===== src/rtl/spi_slave_if.sv =====
// SPI slave front end: assembles 10-bit command frames for a RAM and
// shifts the RAM's 8-bit read data back out on MISO.
module spi_slave_if (
  input  logic       clk,
  input  logic       rst,
  input  logic       MOSI,
  input  logic       SS_n,
  output logic       MISO,
  output logic [9:0] rx_data,
  output logic       rx_valid,
  input  logic [7:0] tx_data,
  input  logic       tx_valid
);

  typedef enum logic [2:0] {
    IDLE,
    CHK_CMD,
    WRITE,
    READ_ADD,
    READ_DATA
  } state_t;

  // Progress inside a data state: receiving, waiting on RAM, sending, finished
  typedef enum logic [1:0] {
    PH_RX,
    PH_WAIT,
    PH_TX,
    PH_DONE
  } phase_t;

  state_t     state;
  phase_t     phase;
  logic [3:0] cnt;
  logic [8:0] shreg;
  logic [6:0] tx_sr;
  logic       rd_addr_seen;

  always_ff @(posedge clk or posedge rst) begin
    if (rst) begin
      state        <= IDLE;
      phase        <= PH_RX;
      cnt          <= 4'd0;
      shreg        <= 9'd0;
      tx_sr        <= 7'd0;
      rd_addr_seen <= 1'b0;
      MISO         <= 1'b0;
      rx_valid     <= 1'b0;
      rx_data      <= 10'd0;
    end else begin
      rx_valid <= 1'b0;
      if (SS_n) begin
        state <= IDLE;
        phase <= PH_RX;
        cnt   <= 4'd0;
        MISO  <= 1'b0;
      end else begin
        case (state)
          IDLE: state <= CHK_CMD;
          CHK_CMD: begin
            shreg <= {8'd0, MOSI};
            cnt   <= 4'd0;
            phase <= PH_RX;
            if (!MOSI)
              state <= WRITE;
            else if (rd_addr_seen)
              state <= READ_DATA;
            else
              state <= READ_ADD;
          end
          WRITE, READ_ADD, READ_DATA: begin
            unique case (phase)
              PH_RX: begin
                shreg <= {shreg[7:0], MOSI};
                if (cnt == 4'd8) begin
                  cnt      <= 4'd0;
                  rx_data  <= {shreg, MOSI};
                  rx_valid <= 1'b1;
                  if (state == READ_ADD)
                    rd_addr_seen <= 1'b1;
                  phase <= (state == READ_DATA) ? PH_WAIT : PH_DONE;
                end else begin
                  cnt <= cnt + 4'd1;
                end
              end
              PH_WAIT: begin
                if (tx_valid) begin
                  MISO  <= tx_data[7];
                  tx_sr <= tx_data[6:0];
                  cnt   <= 4'd0;
                  phase <= PH_TX;
                end
              end
              PH_TX: begin
                if (cnt == 4'd7) begin
                  MISO         <= 1'b0;
                  rd_addr_seen <= 1'b0;
                  phase        <= PH_DONE;
                end else begin
                  MISO  <= tx_sr[6];
                  tx_sr <= {tx_sr[5:0], 1'b0};
                  cnt   <= cnt + 4'd1;
                end
              end
              PH_DONE: ;
            endcase
          end
          default: state <= IDLE;
        endcase
      end
    end
  end

endmodule


===== config.mk =====
export PLATFORM = sky130hd
export DESIGN_NAME = spi_slave_if
export DESIGN_NICKNAME = d
export VERILOG_FILES = /design/src/rtl/spi_slave_if.sv
export SDC_FILE = /design/constraint.sdc
export NUM_CORES = 1
export LEC_CHECK = 0
export BUFFER_PORTS_ARGS = -buffer_cell sky130_fd_sc_hd__buf_2
export CAP_MARGIN = 20
export CORE_UTILIZATION = 40
export CTS_CLUSTER_DIAMETER = 80
export DETAILED_ROUTE_END_ITERATION = 7
export GPL_TIMING_DRIVEN = 0
export HOLD_SLACK_MARGIN = 0.03
export PLACE_DENSITY_LB_ADDON = 0.25
export SETUP_SLACK_MARGIN = 0.1
export SLEW_MARGIN = 30
export SYNTH_ARGS = -nofsm -noshare
export SYNTH_HDL_FRONTEND = slang
export SYNTH_SLANG_ARGS = --single-unit

===== constraint.sdc =====
create_clock -name clk -period 2.12 [get_ports clk]
set_input_delay 0.318 -clock clk [delete_from_list [all_inputs] [get_ports clk]]
set_output_delay 0.318 -clock clk [all_outputs]
set_load 0.005 [all_outputs]

==> impl_metrics.yaml <==
finish:
  area_grow_syn2layout_pct: 20.4
  layout.cells.most_common_list: "sky130_fd_sc_hd__dfrtp_1 (37), sky130_fd_sc_hd__buf_2 (25), sky130_fd_sc_hd__nand2_1 (13)"
  stdcell_area_um2: 2390
  multi_input_area_um2: 998
  fraction_of_final_layout_cells_sized_beyond_drive_strength_1_pct: 26.4
  final_common_cell: "sky130_fd_sc_hd__dfrtp_1"
  diodes: 0
  layout.area.seq_um2: 952
  layout.nets: 238
  layout.filler_cells: 444
placed_design:
  total_cell_area_at_the_placement_stage_um2: 2200
  gp_congestion: 0.815
  port-buffer-count: 23
  place_hpwl_um: 2680
sta:
  hold_violations: 0
  final.setup.tns_ns: 0
  rsz0062_at_grt: "no"
  slew_headroom_pct: 58.9
  worst_slew_pin_slew_ns: 0.617
  final.min_clock_period_ns: 1.97
  final.period_utilization_pct: 93.0
  setup_viol_count_final: 0
  final-max-slew-violation-count: 0
  peak_clock_frequency_supported_by_timing_ghz: 0.507
  skew_ns: 0.00402
worst_setup_path:
  critPathTopFamily: "simple AND/OR/NAND/NOR gates"
  worst_setup_path_start_kind: "flip-flop"
  critical_path_required_ns: 2.30
  regToRegSetupSlack_ns: 0.15
  worst-path-buf-inv: 1
  worst-path-max-fanout: 10
  timing.critical_path.to_type: "flip-flop"
  slowest_delay_ns: 0.47
  critPathKind: "flip-flop to flip-flop"
  path_cells: "or3b_4 > a21oi_4 > and3_4 > buf_6 > mux2_1"
  critical_path_arrival_ns: 2.15
  cp_slowest_cell: "sky130_fd_sc_hd__or3b_4"
synth:
  synth-edff-count: 0
  cell_type_contributing_the_most_total_cell_area_after_synthesis: "sky130_fd_sc_hd__dfrtp_1"
  synth.top_cells.by_area: "sky130_fd_sc_hd__dfrtp_1 (48%), sky130_fd_sc_hd__mux2_1 (5.1%), sky130_fd_sc_hd__mux2i_1 (5.0%)"
  synth_sequential_area_ratio_pct: 47.9
  ys.warnings.count: 0
  synth_nets: 203
  syn-cell-area_um2: 1990
  syn_avg_cell_area_um2: 10.8
  dominantRegCellSynth: "sky130_fd_sc_hd__dfrtp_1"
  synth_top_cell_area_share_pct: 47.9
  async_flop_share_pct: 100
  postSynthCellCount: 184
  synthDistinctLibCells: 47
  ys_ff_latch: 38
routing:
  drcViolationCount: 0
  drt-vias-per-instance: 5.20
  detailedRoute.firstPassIterationCount: 4
  top_layer_used: "met4"
  wl_um: 3940
  wl_met2_um: 1820
  detailedRoute.firstIterationViolations: 80
  via_count: 1492
  postRouteAntennaNets: 0
  detail_route.wl_per_cell_um: 13.7
  dr_wl_met3_um: 139
  drt-met1-wl_um: 1900
die:
  ioPinCount: 25
  initial_cell_density_of_the_core_pct: 41.8
  die_area_um2: 5250
  dieHeight_um: 72.5
  die_width_um: 72.5
  core_um2: 4750
  row_count: 25
clock_tree:
  cts.root.buffer_cell: "sky130_fd_sc_hd__clkbuf_8"
  tritoncts_num_sinks: 38
  clock_tree_from_tritoncts: "yes"
  insertion_delay_ns: 0.30
  cts-buffers-inserted: 5
  clkTransAtPathRegs_ns: 0.08
  cts.path.max_buffers: 2
  htree_num_levels: 2
power_and_ir_drop:
  vdd.ir_drop.worst_mv: 0.413
  leakagePower_nw: 1.09
  power_per_cell_area_nw_per_um2: 738
global_routing:
  grt_first_pass_wirelength_um: 6470
  grt_antenna_before_repair: 0
  number_of_global_route_vias_before_repair: 1395
  grt_max_degree: 27
  track_usage_pct: 16.3
  globalRouteOverflowTotal: 0
job:
  drv.max_cap_violation_count: 0
status:
  status: "completed"
min_path:
  holdCritPathClass: "input pin to flip-flop"
==> flip-flops by register name (all words and copies together), names as in the netlist <==
signal / count
MISO: 1
cnt: 4
phase: 2
rd_addr_seen: 1
rx_data: 10
rx_valid: 1
shreg: 9
state: 3
tx_sr: 7
==> through the flow <==
step                      hold WS, ns  cells  util, %  total power, W  setup WS, ns
after floorplan                 0.453    184        -         0.00113         0.284
after global placement          0.462    274     45.9         0.00120        0.0613
after detailed placement        0.283    275     46.4         0.00122        0.0273
after CTS                       0.261    284     49.0         0.00175       0.00201
after global routing            0.276    287     50.3         0.00186         0.102
final                           0.267    287     50.3         0.00176         0.149
==> cells in the mapped netlist (2+ instances only) <==
| cell type | number |
|---|---|
| sky130_fd_sc_hd__dfrtp_1 | 38 |
| sky130_fd_sc_hd__nand2_1 | 13 |
| sky130_fd_sc_hd__o21ai_0 | 12 |
| sky130_fd_sc_hd__mux2i_1 | 10 |
| sky130_fd_sc_hd__nor2_1 | 10 |
| sky130_fd_sc_hd__inv_1 | 9 |
| sky130_fd_sc_hd__mux2_1 | 9 |
| sky130_fd_sc_hd__o31ai_1 | 8 |
| sky130_fd_sc_hd__a21oi_1 | 6 |
| sky130_fd_sc_hd__ha_1 | 6 |
| sky130_fd_sc_hd__clkbuf_1 | 5 |
| sky130_fd_sc_hd__a21oi_2 | 4 |
| sky130_fd_sc_hd__mux2_2 | 4 |
| sky130_fd_sc_hd__nand2b_1 | 4 |
| sky130_fd_sc_hd__and3_1 | 3 |
| sky130_fd_sc_hd__nand3b_1 | 3 |
| sky130_fd_sc_hd__nor3_1 | 3 |
| sky130_fd_sc_hd__buf_2 | 2 |
| sky130_fd_sc_hd__buf_6 | 2 |
| sky130_fd_sc_hd__nand3_1 | 2 |
| sky130_fd_sc_hd__nand4_1 | 2 |
| sky130_fd_sc_hd__nor2b_1 | 2 |
| sky130_fd_sc_hd__o2bb2ai_1 | 2 |
| sky130_fd_sc_hd__o311ai_0 | 2 |
==> metal layers <==
metal  track usage [%]  vias up
li1                  -      737
met1              21.4      713
met2              24.7       31
met3              4.44       11
met4              8.28        0
met5                 0        -
==> power breakdown <==
| part | switching (W) | internal [W] |
|---|---|---|
| sequential | 0.0000569 | 0.000820 |
| clock | 0.000272 | 0.000261 |
| combinational | 0.000201 | 0.000153 |
==> layout make-up <==
type	count	area share, %
Inverter	9	1.41
Clock inverter	2	0.523
Timing Repair Buffer	29	7.33
Multi-Input combinational cell	127	41.8
Tap cell	67	3.51
Sequential cell	38	39.8
Buffer	9	2.20
Clock buffer	6	3.45
==> cells by family (layout without fill, tap and decap cells) <==
group | Yosys count | after routing | synth area share (%)
multiplexers | 23 | 23 | 12.4
adder cells (fa/ha/maj) | 6 | 6 | 3.78
flip-flops | 38 | 38 | 47.9
buffers and inverters | 19 | 55 | 4.47
AO/OA/AOI/OAI | 47 | 47 | 17.3
AND/OR/NAND/NOR | 51 | 51 | 14.1
==> path summary, 6_finish.rpt <==
kind                            startpoint    endpoint  cells after the start
worst max-delay path              state[0]  rx_data[3]                      5
worst min-delay path            tx_data[0]    tx_sr[0]                      3
min in group asynchronous              rst    tx_sr[3]                      3
worst min register to register  rx_data[1]  rx_data[1]                      1
max in group asynchronous              rst    state[0]                      4
worst max register to register    state[0]  rx_data[3]                      5
==> worst register-to-register path: stages (launching register included) <==
cell                      delay (ns)
sky130_fd_sc_hd__dfrtp_2        0.45
sky130_fd_sc_hd__or3b_4         0.47
sky130_fd_sc_hd__a21oi_4        0.21
sky130_fd_sc_hd__and3_4         0.23
sky130_fd_sc_hd__buf_6          0.15
sky130_fd_sc_hd__mux2_1         0.34
==> repair_timing <==
action | 4_1_cts | 5_1_grt
hold buffers | 1 | 0
buffers inserted | 0 | 4
endpoints found under the hold margin | 12 | 0
pin swaps | 1 | 3
resized for setup | 4 | 9
setup endpoints to repair | 19 | 26
Power figures use the tool's default switching activity.
